`config.mk`:
```
export PLATFORM = sky130hd
export DESIGN_NAME = inst_queue_flat
export DESIGN_NICKNAME = d
export VERILOG_FILES = /design/src/rtl/inst_queue_pkg.sv /design/src/rtl/inst_queue_if.sv /design/src/rtl/inst_queue.sv /design/src/flat_wrapper.sv
export SDC_FILE = /design/constraint.sdc
export NUM_CORES = 1
export LEC_CHECK = 0
export ABC_AREA = 1
export ABC_CLOCK_PERIOD_IN_PS = 19000
export CAP_MARGIN = 20
export CORE_UTILIZATION = 45
export CTS_CLUSTER_DIAMETER = 200
export DETAILED_ROUTE_END_ITERATION = 8
export DONT_BUFFER_PORTS = 1
export PLACE_DENSITY_LB_ADDON = 0.25
export SYNTH_ARGS = -nofsm -noshare
export SYNTH_HDL_FRONTEND = slang
export SYNTH_SLANG_ARGS = --single-unit
```
`constraint.sdc`:
```
create_clock -name clk -period 19 [get_ports clk]
set_clock_uncertainty 0.1 [all_clocks]
set_input_delay 4.75 -clock clk [delete_from_list [all_inputs] [get_ports clk]]
set_output_delay 4.75 -clock clk [all_outputs]
set_load 0.03 [all_outputs]
```
`src/rtl/inst_queue_pkg.sv`:
```
// Shared instruction-queue types and the default depth constant.
// Imported by the queue, and by anything that wants to reuse the entry layout.
package inst_queue_pkg;

    localparam int IQ_DEPTH = 8;

    typedef struct packed {
        logic [31:0] pc;
        logic [31:0] instr;
    } iq_entry_t;

endpackage

```
`src/rtl/inst_queue_if.sv`:
```
// Fetch/decode-facing bundle of the instruction queue.
// slave = the queue itself, master = the fetch/decode environment.
interface inst_queue_if;

    logic [1:0][31:0] pc;
    logic [1:0][31:0] instr;
    logic             is_branch_established;
    logic [1:0]       can_proceed;
    logic [1:0]       deq_ready;
    logic [1:0]       out_valid;
    logic [1:0][31:0] out_pc;
    logic [1:0][31:0] out_instr;

    modport slave (
        input  pc,
        input  instr,
        input  is_branch_established,
        input  deq_ready,
        output can_proceed,
        output out_valid,
        output out_pc,
        output out_instr
    );

    modport master (
        output pc,
        output instr,
        output is_branch_established,
        output deq_ready,
        input  can_proceed,
        input  out_valid,
        input  out_pc,
        input  out_instr
    );

endinterface

```
`src/rtl/inst_queue.sv`:
```
// Two-wide circular instruction queue between fetch and decode.
// Optional macro INST_QUEUE_STALL_CNT_EN adds the stall_cycles counter output.
module inst_queue
    import inst_queue_pkg::*;
#(
    parameter int DEPTH = IQ_DEPTH
) (
    input  logic        clk,
    input  logic        reset,
`ifdef INST_QUEUE_STALL_CNT_EN
    output logic [31:0] stall_cycles,
`endif
    inst_queue_if.slave q
);

    localparam int PW = $clog2(DEPTH);
    localparam int CW = PW + 1;

    localparam logic [CW-1:0] ROOM_ONE = CW'(DEPTH - 1);
    localparam logic [CW-1:0] ROOM_TWO = CW'(DEPTH - 2);
    localparam logic [CW-1:0] CNT_TWO  = CW'(2);
    localparam logic [PW-1:0] PTR_ONE  = PW'(1);

    iq_entry_t     mem_q [DEPTH];
    logic [PW-1:0] head_q, head_d;
    logic [PW-1:0] tail_q, tail_d;
    logic [CW-1:0] count_q, count_d;

    logic          flush;
    logic          acc0, acc1;
    logic          ov0, ov1;
    logic          enq0, enq1;
    logic          deq0, deq1;
    logic [1:0]    enq_n, deq_n;
    iq_entry_t     rd0, rd1;

    // Acceptance and validity come only from registered count (no deq_ready path).
    always_comb begin
        flush = q.is_branch_established;
        acc0  = (count_q <= ROOM_ONE);
        acc1  = (count_q <= ROOM_TWO);
        ov0   = (count_q != '0) && !flush;
        ov1   = (count_q >= CNT_TWO) && !flush;
        enq0  = acc0 && !flush;
        enq1  = acc1 && !flush;
        deq0  = ov0 && q.deq_ready[0];
        deq1  = deq0 && ov1 && q.deq_ready[1];
        enq_n = {1'b0, enq0} + {1'b0, enq1};
        deq_n = {1'b0, deq0} + {1'b0, deq1};
    end

    // Pointer and occupancy next state; a redirect empties the queue outright.
    always_comb begin
        head_d  = head_q + PW'(deq_n);
        tail_d  = tail_q + PW'(enq_n);
        count_d = count_q + CW'(enq_n) - CW'(deq_n);
        if (flush) begin
            head_d  = '0;
            tail_d  = '0;
            count_d = '0;
        end
    end

    // Pointer and occupancy registers.
    always_ff @(posedge clk or negedge reset) begin
        if (!reset) begin
            head_q  <= '0;
            tail_q  <= '0;
            count_q <= '0;
        end else begin
            head_q  <= head_d;
            tail_q  <= tail_d;
            count_q <= count_d;
        end
    end

    // Entry storage; slot 1 lands one past slot 0, wrapping with the pointer width.
    always_ff @(posedge clk) begin
        if (enq0) begin
            mem_q[tail_q] <= '{pc: q.pc[0], instr: q.instr[0]};
        end
        if (enq1) begin
            mem_q[tail_q + PTR_ONE] <= '{pc: q.pc[1], instr: q.instr[1]};
        end
    end

    // Oldest two entries are presented straight from storage.
    always_comb begin
        rd0 = mem_q[head_q];
        rd1 = mem_q[head_q + PTR_ONE];
    end

    assign q.can_proceed  = {acc1, acc0};
    assign q.out_valid    = {ov1, ov0};
    assign q.out_pc[0]    = rd0.pc;
    assign q.out_pc[1]    = rd1.pc;
    assign q.out_instr[0] = rd0.instr;
    assign q.out_instr[1] = rd1.instr;

`ifdef INST_QUEUE_STALL_CNT_EN
    logic [31:0] stall_q, stall_d;

    // Count full-queue cycles that are not being flushed, saturating at max.
    always_comb begin
        stall_d = stall_q;
        if (!acc0 && !flush && (stall_q != '1)) begin
            stall_d = stall_q + 32'd1;
        end
    end

    // Stall counter register.
    always_ff @(posedge clk or negedge reset) begin
        if (!reset) begin
            stall_q <= '0;
        end else begin
            stall_q <= stall_d;
        end
    end

    assign stall_cycles = stall_q;
`endif

endmodule

```
`src/flat_wrapper.sv`:
```
// flat-port wrapper written by rule: the top's interface ports become plain ports
module inst_queue_flat import inst_queue_pkg::*;
#(
    parameter int DEPTH = IQ_DEPTH
)
  (clk, reset, q_pc, q_instr, q_is_branch_established, q_deq_ready, q_can_proceed, q_out_valid, q_out_pc, q_out_instr);
  inst_queue_if q_i ();
  input  logic clk;
  input  logic reset;
  input wire logic [$bits(q_i.pc)-1:0] q_pc;
  input wire logic [$bits(q_i.instr)-1:0] q_instr;
  input wire logic [$bits(q_i.is_branch_established)-1:0] q_is_branch_established;
  input wire logic [$bits(q_i.deq_ready)-1:0] q_deq_ready;
  output wire logic [$bits(q_i.can_proceed)-1:0] q_can_proceed;
  output wire logic [$bits(q_i.out_valid)-1:0] q_out_valid;
  output wire logic [$bits(q_i.out_pc)-1:0] q_out_pc;
  output wire logic [$bits(q_i.out_instr)-1:0] q_out_instr;
  assign q_i.pc = q_pc;
  assign q_i.instr = q_instr;
  assign q_i.is_branch_established = q_is_branch_established;
  assign q_i.deq_ready = q_deq_ready;
  assign q_can_proceed = q_i.can_proceed;
  assign q_out_valid = q_i.out_valid;
  assign q_out_pc = q_i.out_pc;
  assign q_out_instr = q_i.out_instr;
  inst_queue #(.DEPTH(DEPTH)) u_core (.clk(clk), .reset(reset), .q(q_i));
endmodule
```
==> run_results.csv, run 1 <==
group,metric,value,unit
clock_network,post_cts_resized,0,
synth,async_flop_share,0.0192,
synth,synth_area,0.0350,mm^2
clock_network,cts_setup_buffers,0,
final_layout,syn_to_final_growth,4.79,%
synth,ys_seq_elements,522,
flow_run,maxCapViolations,0,
setup_path,cp.required,14150,ps
setup_path,critPathSlowestCell,"o21ai_0",
worst_hold_path,hold_end,"u_core.tail_q[2]",
clock_network,cts_tree,"built",
global_route,grt.total_usage,0.295,
global_route,overflow,0,
synth,synth.distinct_cells,30,
floorplanning,fp.dieW,281,um
clock_network,numCtsBuffers,60,
floorplanning,die_h,281,um
setup_path,worst-path-buf-inv,0,
pwr,vdd.ir_drop.worst,218,uV
setup_path,r2r_cells,9,
place,io_buffer_count,0,
route,drt-initial-drc-count,3313,
final_layout,diodes,0,
clock_network,path_clk_slew,60,ps
setup_path,cp_data_arrival_time,5490,ps
setup_path,worstReg2RegEnd,"u_core.mem_q[7][44]",
timing,hold_viol,0,
floorplanning,core_area,0.0765,mm^2
final_layout,final_nets,4436,
final_layout,mostFrequentLayoutCells,"nand2_1, edfxtp_1, o211ai_1",
setup_path,startpoint_type,"input port",
timing,rsz0062_at_grt,"no",
route,post_drt_wl_per_cell,21.9,um
setup_path,crit_path_max_fanout,9,
global_route,grt_pass1_wl,177,mm
worst_hold_path,hold_class,"flop to flop",
clock_network,clk-insertion-delay-late,630,ps
synth,synth_flop_cell,"edfxtp_1",
synth,synth_edf_count,512,
setup_path,path_cells,"o21ai_0",
clock_network,cts_hold_buf,0,
floorplanning,io_pins,265,
final_layout,stdcell_count,5366,
global_route,grt_max_degree,236,
place,hpwl,64.2,mm
setup_path,cp_top_family,"compound AO/OA/AOI/OAI gates",
route,drc,0,
synth,synth_area_leaders,"edfxtp_1, nand2_1, o211ai_1",
route,dr.pass1.iters,6,
pwr,leakage,15.7,nW
global_route,antenna_found_initial,0,
clock_network,cts_buffer_depth,3,
setup_path,r2r_start,"u_core.count_q[3]",
synth,synth_top_area_frac,0.440,
timing,finalCritPeriodShare,0.544,
synth,synthCells,4598,
synth,synth_nets,4747,
place,dp_cells,5253,
clock_network,clkSinkCount,522,
setup_path,cpPeakStageDelay,740,ps
timing,max_slew_margin,0.230,
final_layout,final_common_cell,"nand2_1",
synth,yosysTopAreaCell,"edfxtp_1",
setup_path,end_kind,"output port",
clock_network,root_buffer,"clkbuf_16",
route,drt-total-wl,117,mm
route,viasPerCell,5.78,
final_layout,finish.utilization,0.479,
timing,slew_viol_final,0,
synth,synth_area_per_cell,7.60,um^2
floorplanning,rows,101,
pwr,powerDensity,165,mW/mm^2
place,gp_congestion,0.785,
timing,setup_viol,0,
timing,tightest_slew,1160,ps
worst_hold_path,min_from,"u_core.tail_q[2]",
floorplanning,start_util,0.457,
global_route,grt_pass1_vias,29700,
timing,fin_crit,10340,ps
route,antenna_left,0,
setup_path,ff2ff_setup_slack,14620,ps
synth,ys_seq_area_frac,0.447,
final_layout,drive_gt1_frac,0.0408,
synth,yosys_warnings,0,
setup_path,crit_type,"input port to output port",
worst_hold_path,holdPathStages,1,
floorplanning,die-area,0.0788,mm^2
clock_network,htree_levels,2,
route,vias,31000,
timing,tns,0,ps
outcome,status,"finished, final reports clean",
timing,fmax,96.7,MHz
[registers in the layout, summed over array words and instances, names as in the netlist]
register        count
u_core.count_q      4
u_core.mem_q      512
u_core.tail_q       3
u_core.head_q       3
[through the flow]
stage	area, um^2	hold WS (ps)	setup slack (ps)	power, mW
2_1_floorplan	35000	437	8640	4.11
5_1_grt	36600	645	8630	6.35
4_1_cts	36600	619	8660	6.01
6_report	36600	641	8660	6.03
3_3_place_gp	34700	612	8660	4.85
3_5_place_dp	34700	611	8660	4.89
[worst max-delay path by stage]
stage                       startpoint            endpoint  cells past startpoint
6_report       q_is_branch_established      q_out_valid[0]                      1
5_1_grt        q_is_branch_established      q_out_valid[0]                      1
4_1_cts        q_is_branch_established      q_out_valid[0]                      1
3_5_place_dp   q_is_branch_established      q_out_valid[0]                      1
3_3_place_gp   q_is_branch_established      q_out_valid[0]                      1
2_1_floorplan  q_is_branch_established  u_core.mem_q[5][0]                      4
[cells by family (layout without fill, tap and decap cells)]
kind of cell	after synthesis	after routing	share of synthesized area
fa+ha+maj	16	16	0.00659
flops	522	522	0.447
compound gates	847	847	0.172
xor+xnor	2	2	0.000501
buf+inv	779	517	0.100
simple gates	2432	2432	0.274
[synth_stat cells (2+ instances only)]
master	number
edfxtp_1	512
a21oi_1	68
inv_1	345
buf_1	27
nand2_1	2129
o21ai_0	71
nor2_8	2
buf_6	28
clkbuf_1	155
o22ai_1	4
nand3_1	275
dfrtp_1	10
ha_1	12
o21bai_1	256
nand4_1	4
fa_1	4
nor2_4	5
o211ai_1	448
inv_2	5
buf_4	37
nor2_1	13
buf_2	180
[report_power, final]
group	switching (mW)	internal (mW)	leakage [nW]
Clock	0.491	0.636	0.904
Combinational	2.52	0.671	10.0
Sequential	0.107	1.61	4.80
[final cells by class]
cell class	instances	area (um^2)
fill	7358	39800
multi-input combinational	3297	16000
sequential	522	15600
clock buffer	71	1560
inverter	351	1340
tap	1030	1290
timing repair buffer	55	483
clock inverter	40	288
[metal layers]
| layer | vias to the layer above | wire [um] | GRT usage | part of all wire |
|---|---|---|---|---|
| li1 | 14700 | - | - | - |
| met1 | 14600 | 45300 | 0.370 | 0.39 |
| met2 | 1456 | 56300 | 0.504 | 0.48 |
| met3 | 275 | 11400 | 0.0485 | 0.097 |
| met4 | 0 | 4390 | 0.119 | 0.037 |
| met5 | - | 0 | 0 | 0 |
Note: power is estimated with default switching activity, not from simulation.
==> inputs of run 2 (changes only) <==
--- a/config.mk
+++ b/config.mk
@@ -6,7 +6,7 @@
 export NUM_CORES = 1
 export LEC_CHECK = 0
 export ABC_AREA = 1
-export ABC_CLOCK_PERIOD_IN_PS = 19000
+export ABC_CLOCK_PERIOD_IN_PS = 10700
 export CAP_MARGIN = 20
 export CORE_UTILIZATION = 45
 export CTS_CLUSTER_DIAMETER = 200
==> constraint.sdc (replaced) <==
create_clock -name clk -period 10.7 [get_ports clk]
set_clock_uncertainty 0.1 [all_clocks]
set_input_delay 2.675 -clock clk [delete_from_list [all_inputs] [get_ports clk]]
set_output_delay 2.675 -clock clk [all_outputs]
set_load 0.03 [all_outputs]
==> run 2 against run 1 <==
  * Flip-flop and latch count did not move
  * Critical path depth rose by 6
  * Combinational power rose by 76%
  * Critical endpoint is now q_out_pc[43]
==> run_results.csv, run 2 (synthesis results as in run 1) <==
group,metric,value,unit
clock_network,path_clk_slew,60,ps
final_layout,drive_gt1_frac,0.0397,
route,antenna_left,0,
setup_path,cp_top_family,"buffers and inverters",
pwr,p_int,5.15,mW
setup_path,path_cells,"buf_4 -> buf_4 -> buf_4 -> o211ai_1 -> nand2_1 -> nand2_1 -> nand2_1",
pwr,swShare,0.517,
route,vias,31400,
final_layout,final_nets,4432,
global_route,grt.total_usage,0.300,
setup_path,critPathSlowestCell,"buf_4",
global_route,grt_max_degree,253,
worst_hold_path,hold_class,"flop to flop",
floorplanning,die_h,281,um
route,dr.pass1.iters,6,
global_route,overflow,0,
clock_network,root_buffer,"clkbuf_16",
final_layout,largest_reg_flops,512,
final_layout,mostFrequentLayoutCells,"nand2_1, edfxtp_1, o211ai_1",
route,viasPerCell,5.85,
floorplanning,die-area,0.0788,mm^2
clock_network,numCtsBuffers,60,
clock_network,htree_levels,2,
timing,rsz0062_at_grt,"no",
floorplanning,rows,101,
pwr,powerDensity,292,mW/mm^2
pwr,vdd.ir_drop.worst,247,uV
timing,setup_viol,0,
floorplanning,core_area,0.0765,mm^2
pwr,pwr-share-seq,0.284,
timing,tns,0,ps
final_layout,fin_area,0.0366,mm^2
setup_path,worstReg2RegEnd,"u_core.mem_q[6][35]",
route,drt-initial-drc-count,2979,
clock_network,cts_hold_buf,0,
pwr,switching_power,5.52,mW
final_layout,syn_to_final_growth,4.70,%
timing,slew_viol_final,0,
setup_path,end_kind,"output port",
outcome,status,"finished, final reports clean",
worst_hold_path,min_from,"u_core.tail_q[2]",
setup_path,cp.required,7930,ps
route,post_drt_wl_per_cell,22.4,um
setup_path,cpPeakStageDelay,870,ps
place,dpl_cell_area,0.0347,mm^2
setup_path,crit_path_max_fanout,103,
route,drc,0,
setup_path,worst-path-buf-inv,3,
floorplanning,io_pins,265,
final_layout,largest-register,"u_core.mem_q",
final_layout,final_common_cell,"nand2_1",
timing,fin_crit,7120,ps
final_layout,diodes,0,
timing,tightest_slew,1370,ps
setup_path,ff2ff_setup_slack,6280,ps
clock_network,clk-insertion-delay-late,620,ps
worst_hold_path,hold_end,"u_core.tail_q[2]",
pwr,pwr-share-clk,0.189,
pwr,power_frac_comb,0.527,
clock_network,post_cts_resized,0,
timing,fmax,140,MHz
global_route,antenna_found_initial,1,
setup_path,startpoint_type,"flop",
global_route,grt_pass1_vias,30100,
floorplanning,start_util,0.457,
route,drt-total-wl,120,mm
setup_path,r2r_cells,11,
setup_path,cp_data_arrival_time,4350,ps
setup_path,crit_type,"flop to output port",
place,gp_congestion,0.818,
timing,hold_viol,0,
global_route,grt_pass1_wl,181,mm
floorplanning,fp.dieW,281,um
pwr,leakage,15.7,nW
final_layout,finish.utilization,0.479,
timing,finalCritPeriodShare,0.666,
clock_network,cts_tree,"built",
timing,max_slew_margin,0.0878,
worst_hold_path,holdPathStages,1,
final_layout,top_regs,"u_core.mem_q x512, u_core.count_q x4",
flow_run,maxCapViolations,0,
clock_network,cts_buffer_depth,3,
setup_path,r2r_start,"u_core.count_q[3]",
clock_network,clkSinkCount,522,
place,hpwl,65.3,mm
place,io_buffer_count,0,
clock_network,cts_setup_buffers,0,
==> run 2: cell count changes in the layout (fill, tap and decap cells not counted), sizes merged <==
cell | before | now
buf | 55 | 51
clkbuf | 71 | 75
clkinv | 32 | 29
clkinvlp | 4 | 3
inv | 351 | 352
==> run 2: layer usage <==
layer,global-route usage,vias up,part of all wire
met1,0.380,14900,0.39
met3,0.0524,304,0.091
met5,0,-,0
li1,-,14600,-
met2,0.505,1560,0.48
met4,0.125,0,0.038
==> run 2: per-stage QoR <==
| step | instances | worst slack (ps) | hold WS [ps] | total power [mW] |
|---|---|---|---|---|
| 3_3_place_gp | 5249 | 4320 | 552 | 8.60 |
| 6_report | 5363 | 3580 | 596 | 10.7 |
| 5_1_grt | 5363 | 3300 | 627 | 11.2 |
| 3_5_place_dp | 5250 | 4300 | 575 | 8.66 |
| 2_1_floorplan | 4598 | 2410 | 437 | 7.30 |
| 4_1_cts | 5362 | 3630 | 586 | 10.7 |
==> run 2: power by group through the flow <==
| stage | sequential (mW) | clock [mW] | combinational, mW |
|---|---|---|---|
| after floorplan | 3.05 | 0 | 4.25 |
| after global placement | 3.06 | 0 | 5.54 |
| after detailed placement | 3.07 | 0 | 5.59 |
| after CTS | 3.03 | 2.04 | 5.60 |
| after global routing | 3.06 | 2.11 | 6.08 |
| final | 3.03 | 2.02 | 5.62 |
==> run 2: worst register-to-register path: stages (launching register included) <==
cell     delay, ps
dfrtp_1        390
inv_1           80
ha_1           160
nand2_1         60
nand2_1        130
nand3_4        390
buf_4          520
buf_4          520
nor2_4        1000
buf_4          680
nand2_1        170
nand2_1        110
==> run 2: cell type report <==
cell class,count,area [um^2]
timing repair buffer,51,448
multi-input combinational,3297,16000
fill,7428,39900
clock inverter,37,277
sequential,522,15600
tap,1030,1290
inverter,351,1340
clock buffer,75,1580
==> run 2: worst max path at each step <==
stage	to	slack [ps]	start	depth (start not counted)
after floorplan	u_core.mem_q[6][0]	2410	q_is_branch_established	4
after global placement	q_out_pc[50]	4320	u_core.head_q[0]	7
after detailed placement	q_out_pc[34]	4300	u_core.head_q[0]	7
after CTS	q_out_pc[34]	3630	u_core.head_q[0]	7
after global routing	q_out_pc[47]	3300	u_core.head_q[0]	7
final	q_out_pc[43]	3580	u_core.head_q[0]	7
